===== config.mk =====
export PLATFORM = sky130hd
export DESIGN_NAME = array_multiplier
export DESIGN_NICKNAME = d
export VERILOG_FILES = /design/src/rtl/array_multiplier.sv
export SDC_FILE = /design/constraint.sdc
export NUM_CORES = 2
export LEC_CHECK = 0
export CORE_ASPECT_RATIO = 0.7
export CORE_MARGIN = 2
export CORE_UTILIZATION = 59
export DETAILED_ROUTE_END_ITERATION = 16
export PLACE_DENSITY = 0.84
export SLEW_MARGIN = 20
export SYNTH_ARGS = -nofsm -noshare
export SYNTH_HDL_FRONTEND = slang
export SYNTH_SLANG_ARGS = --single-unit

===== constraint.sdc =====
create_clock -name clk -period 3.24 [get_ports clk]
set_input_delay 0.648 -clock clk [delete_from_list [all_inputs] [get_ports clk]]
set_output_delay 0.648 -clock clk [all_outputs]
set_load 0.005 [all_outputs]

===== src/rtl/array_multiplier.sv =====
// Signed Baugh-Wooley array multiplier: carry-save partial-product array,
// ripple-carry final adder and one output register stage (1-cycle latency).
module array_multiplier #(
  parameter int WIDTH = 32
) (
  input  logic                 clk,
  input  logic                 rst,
  input  logic                 in_valid,
  input  logic [WIDTH-1:0]     A,
  input  logic [WIDTH-1:0]     B,
  output logic                 out_valid,
  output logic [2*WIDTH-1:0]   product
);

  localparam int PW = 2 * WIDTH;

  logic [WIDTH-1:0][PW-1:0] pp_row;
  logic [PW-1:0]            bw_const;
  logic [PW-1:0]            product_d;

  // Sign compensation for the inverted MSB partial products.
  always_comb begin
    bw_const            = '0;
    bw_const[WIDTH]     = 1'b1;
    bw_const[PW-1]      = 1'b1;
  end

  // Row i holds A & B[i], already shifted left by i; terms pairing exactly one
  // operand MSB are complemented.
  for (genvar i = 0; i < WIDTH; i++) begin : g_pp
    for (genvar k = 0; k < PW; k++) begin : g_bit
      if (k >= i && k < i + WIDTH) begin : g_term
        localparam int J = k - i;
        if ((i == WIDTH - 1) != (J == WIDTH - 1)) begin : g_inv
          assign pp_row[i][k] = ~(A[J] & B[i]);
        end else begin : g_pos
          assign pp_row[i][k] = A[J] & B[i];
        end
      end else begin : g_pad
        assign pp_row[i][k] = 1'b0;
      end
    end
  end

  // Carry-save reduction: each row folds one more partial product into the
  // running sum/carry pair. Carries past bit PW-1 fall off (result is mod 2^PW).
  for (genvar r = 0; r < WIDTH; r++) begin : g_csa
    logic [PW-1:0] s;
    logic [PW-1:0] c;
    if (r == 0) begin : g_seed
      assign s = pp_row[0];
      assign c = bw_const;
    end else begin : g_fa
      assign c[0] = 1'b0;
      for (genvar k = 0; k < PW; k++) begin : g_bit
        assign s[k] = g_csa[r-1].s[k] ^ g_csa[r-1].c[k] ^ pp_row[r][k];
        if (k < PW - 1) begin : g_cout
          assign c[k+1] = (g_csa[r-1].s[k] & g_csa[r-1].c[k])
                        | (pp_row[r][k] & (g_csa[r-1].s[k] ^ g_csa[r-1].c[k]));
        end
      end
    end
  end

  // Final ripple-carry row merging the last sum and carry vectors.
  always_comb begin
    logic carry;
    logic sb;
    logic cb;
    carry     = 1'b0;
    product_d = '0;
    for (int k = 0; k < PW; k++) begin
      sb           = g_csa[WIDTH-1].s[k];
      cb           = g_csa[WIDTH-1].c[k];
      product_d[k] = sb ^ cb ^ carry;
      carry        = (sb & cb) | (carry & (sb ^ cb));
    end
  end

  // NOTE: state registers use non-blocking assignments so every flop samples
  // pre-edge values; the combinational blocks above use blocking order.
  always_ff @(posedge clk or posedge rst) begin
    if (rst) begin
      product   <= '0;
      out_valid <= 1'b0;
    end else begin
      product   <= product_d;
      out_valid <= in_valid;
    end
  end

endmodule


* Word level (Yosys, flattened, before mapping)
Index checks and enable logic that the tools add are counted.
** Word-level totals
- Bits in registers :: 65
- Logic and storage cells :: 6014
** Cells by class
- Bitwise logic cells :: 6012
** Operators by type and width (number)
- AND 1 bit :: 3006
- XOR 1 bit :: 1983
- OR 1 bit :: 960
- NOT 1 bit :: 63

* Logic depth before layout (Yosys ltp)
- Depth after elaboration :: 154
- Depth in mapped cells :: 71
- Mapped depth without buffers :: 70

* Worst setup path after synthesis
No wires, ideal clock.
- Path type :: input-to-reg
- Start point :: input port B[1]
- End point :: register product[63]
- Slack :: -24.120 ns
- Cell stages on the path :: 69
- Data arrival time :: 27.237 ns
- Cells stage by stage :: clkbuf_2 > and2_1 > ha_1 > inv_1 > fa_1 > inv_1 > fa_1 > fa_1 > fa_1 > fa_1 > fa_1 > fa_1 > fa_1 > fa_1 > fa_1 > fa_1 > fa_1 > fa_1 > [... 33 more ...] > fa_1 > fa_1 > fa_1 > fa_1 > fa_1 > fa_1 > fa_1 > fa_1 > fa_1 > fa_1 > fa_1 > fa_1 > fa_1 > fa_1 > fa_1 > fa_1 > fa_1 > xnor2_1
** On the way
- Longest elaborated chain between the ends :: 154
** RTL lines
- from (decl) :: RTL line 10 : input logic [WIDTH-1:0] B,
- AND 1 bit :: RTL line 37 : assign pp_row[i][k] = A[J] & B[i];
- XOR 1 bit / AND 1 bit (equally long branches) :: RTL line 56, 59
- XOR 1 bit, on equally long branches :: RTL line 59, 56
- AND 1 bit :: RTL line 59 : | (pp_row[r][k] & (g_csa[r-1].s[k] ^ g_csa[r-1].c[k]));
- OR 1 bit :: RTL line 59
- XOR 1 bit, on equally long branches :: RTL line 59, 56
- AND 1 bit :: RTL line 59
- OR 1 bit :: RTL line 59
- [... 139 more ...]
- AND 1 bit :: RTL line 76 : carry = (sb & cb) | (carry & (sb ^ cb));
- OR 1 bit :: RTL line 76
- AND 1 bit :: RTL line 76
- OR 1 bit :: RTL line 76
- AND 1 bit :: RTL line 76
- OR 1 bit :: RTL line 76
- XOR 1 bit * :: RTL line 75 : product_d[k] = sb ^ cb ^ carry;
- via product_d[63] :: RTL line 19 : logic [PW-1:0] product_d;
- to (signal assigned) :: RTL line 87 : product <= product_d;
- to (decl) :: RTL line 12 : output logic [2*WIDTH-1:0] product
The timed path passes the listed nets; every way through them passes the cells marked *.

* Worst setup path after layout
Same ends and word-level chain as after synthesis.

==> metrics.txt <==
outcome=finished with violations; violated checks=negative setup slack; hpwl dp=46100 um; io pins=132; area leader, netlist=fa_1; Synth Area in Simple Gates=20.6%; CTS tree=done; DRT iter0 DRCs=659; Num CTS Buffers=9; routability congestion estimate=0.794; main combinational cell family by area after synthesis=adder cells; CP max stage cell=fa_2; filler instances=3275; pre-CTS setup slack=-24.37 ns; die height=192 um; syn_nets=3663; area share of the largest cell type after synthesis=64.6%; Critical Path Max Stage Delay=0.56 ns; share of cells above drive strength 1=18.3%; multiplexer share of the synthesized area=0%; global-route track usage on met3=2.73%; WL final=57600 um; Max Fclk=0.0375 GHz; Reg clk slew, reported paths=0.07 ns; antenna viol nets, final=0; xor-xnor portion of the synthesized cell area=0.0294%; CTS H-tree depth=3; endpoints failing hold=0; WHS=0.705 ns; via count=17807; # hold bufs at CTS=0; Synth warnings=0; CTS max path bufs=2; total gr overflow=0; dpl cells=3308; Slew @ Worst Pin=0.704 ns; register area share after synthesis=5.47%; max_slew headroom=53.0%; Max Cap Viol=0; min Tclk post-route=26.68 ns; Mean Syn Cell Area=11.6 um2; core area=49500 um2; crit share post-route=823%; wire per inst=17.2 um; global routing's busiest layer=met2; critical path launch point type=input pin; CP Capture Type=register; RSZ-0062 raised after global routing=true; Rows=68; CP arrival=26.94 ns; Die X=272 um; Finished Layout Cells=3350; Hold WC Path Type=input pin to async pin; register area=1630 um2; final worst slack=-23.44 ns; WS Path Type=input pin to register; Root Buffer Master=clkbuf_16; Max FO, Critical Path=6; # nets final=3768; Req. time, crit path=3.50 ns; area fraction in compound gates after synthesis=0%; number of setup violations in the final report=59; largest net degree at the start of global routing=36; global-route usage over all layers=23.6%; initial core utilization=60.1%; Die ar.=52300 um2; Cells after Synth=2574; flip-flop and latch count after synthesis=65; Slew Limit Fails=0; synth top area cells=fa_1 (65%), and2_1 (19%), dfrtp_1 (5.5%), inv_1 (3.4%), ha_1 (2.6%); initial antenna violation count=2; Port-buffer cells=131; area delta synth->final=14.4%; Synth Cell Area=29700 um2; Synth cell types=12; M2 GR Usage=44.0%; Critical Path Most Common Cell=fa_2; drt first pass iters=5; DRC viols=0; first-pass GRT wire length=98300 um; number of global-route vias before repair=21210; clock tree sinks=65; grt met1 use=28.8%; area of the multi-input gates=26900 um2; Synth Area in Adders=67.2%; via/cell ratio=5.32
worst paths after layout:
kind / startpoint / to / cells after the start
min: rst / out_valid / 2
max: B[1] / product[63] / 70
max in group asynchronous: rst / product[48] / 3
min in group clk: in_valid / out_valid / 1
worst max-delay path, delay by kind of cell:
family	cells	cell delay [ns]
xor gates and xnor gates	1	0.13
and+or+nand+nor	1	0.16
buffers and inverters	6	0.40
adders and majority gates	62	25.57
logic make-up after synthesis:
group	Yosys count
DFF	65
adders and majority gates	1022
xor gates and xnor gates	1
and+or+nand+nor	1025
buffers and inverters	461
sequential cells by signal, summed over array words and instances, names as in the netlist:
signal,cells
out_valid,1
product,64
Yosys cell counts (all sizes together):
| master | instances |
|---|---|
| clkbuf | 110 |
| xnor2 | 1 |
| and2 | 905 |
| ha | 62 |
| dfrtp | 65 |
| inv | 269 |
| nand2 | 120 |
| buf | 82 |
| fa | 960 |
final cells by class:
| type | instances | area share, % |
|---|---|---|
| Multi-Input combinational cell | 2048 | 79.1 |
| Antenna cell | 1 | 0.00735 |
| Tap cell | 665 | 2.44 |
| Clock inverter | 6 | 0.195 |
| Sequential cell | 65 | 4.78 |
| Clock buffer | 10 | 0.702 |
| Timing Repair Buffer | 286 | 9.78 |
| Inverter | 269 | 2.97 |
routing by layer:
metal	share of wire [%]	wire length (um)	vias to the layer above
li1	-	-	7569
met1	40	22800	9786
met2	54	31100	336
met3	3.4	1970	114
met4	3.0	1720	2
met5	0.023	13	-
cells in the final DEF (no fill, tap or decap), types with 2 or more instances in the layout:
master,n
clkbuf_2,2
fa_1,717
clkdlybuf4s50_1,101
buf_16,2
inv_1,235
bufbuf_16,9
clkdlybuf4s15_1,2
clkinv_4,2
buf_12,43
ha_4,13
buf_6,6
inv_2,34
ha_1,48
fa_2,243
nand2_1,120
and2_4,16
dlygate4sd2_1,21
clkinv_2,2
clkbuf_16,11
buf_8,6
dfrtp_1,65
and2_1,882
buf_2,3
and2_2,7
buf_4,88
through the flow:
step	utilization, %	TNS [ns]	area (um2)
2_1_floorplan	-	-742.02	29900
3_3_place_gp	65.7	-790.73	32500
3_5_place_dp	65.7	-801.45	32500
4_1_cts	68.1	-761.74	33700
5_1_grt	68.7	-782.69	34000
6_report	68.7	-765.04	34000
repair_timing:
item                                    4_1_cts  5_1_grt
resized for setup                           254       87
endpoints found under the hold margin         0        0
pin swaps                                    28       37
buffers inserted                              7        3
gates cloned                                 13        2
endpoints found under the setup margin       59       59
Power is left out: the tool's default activity adds up to more than one toggle a clock period on the data nets, which glitch-free logic cannot reach.
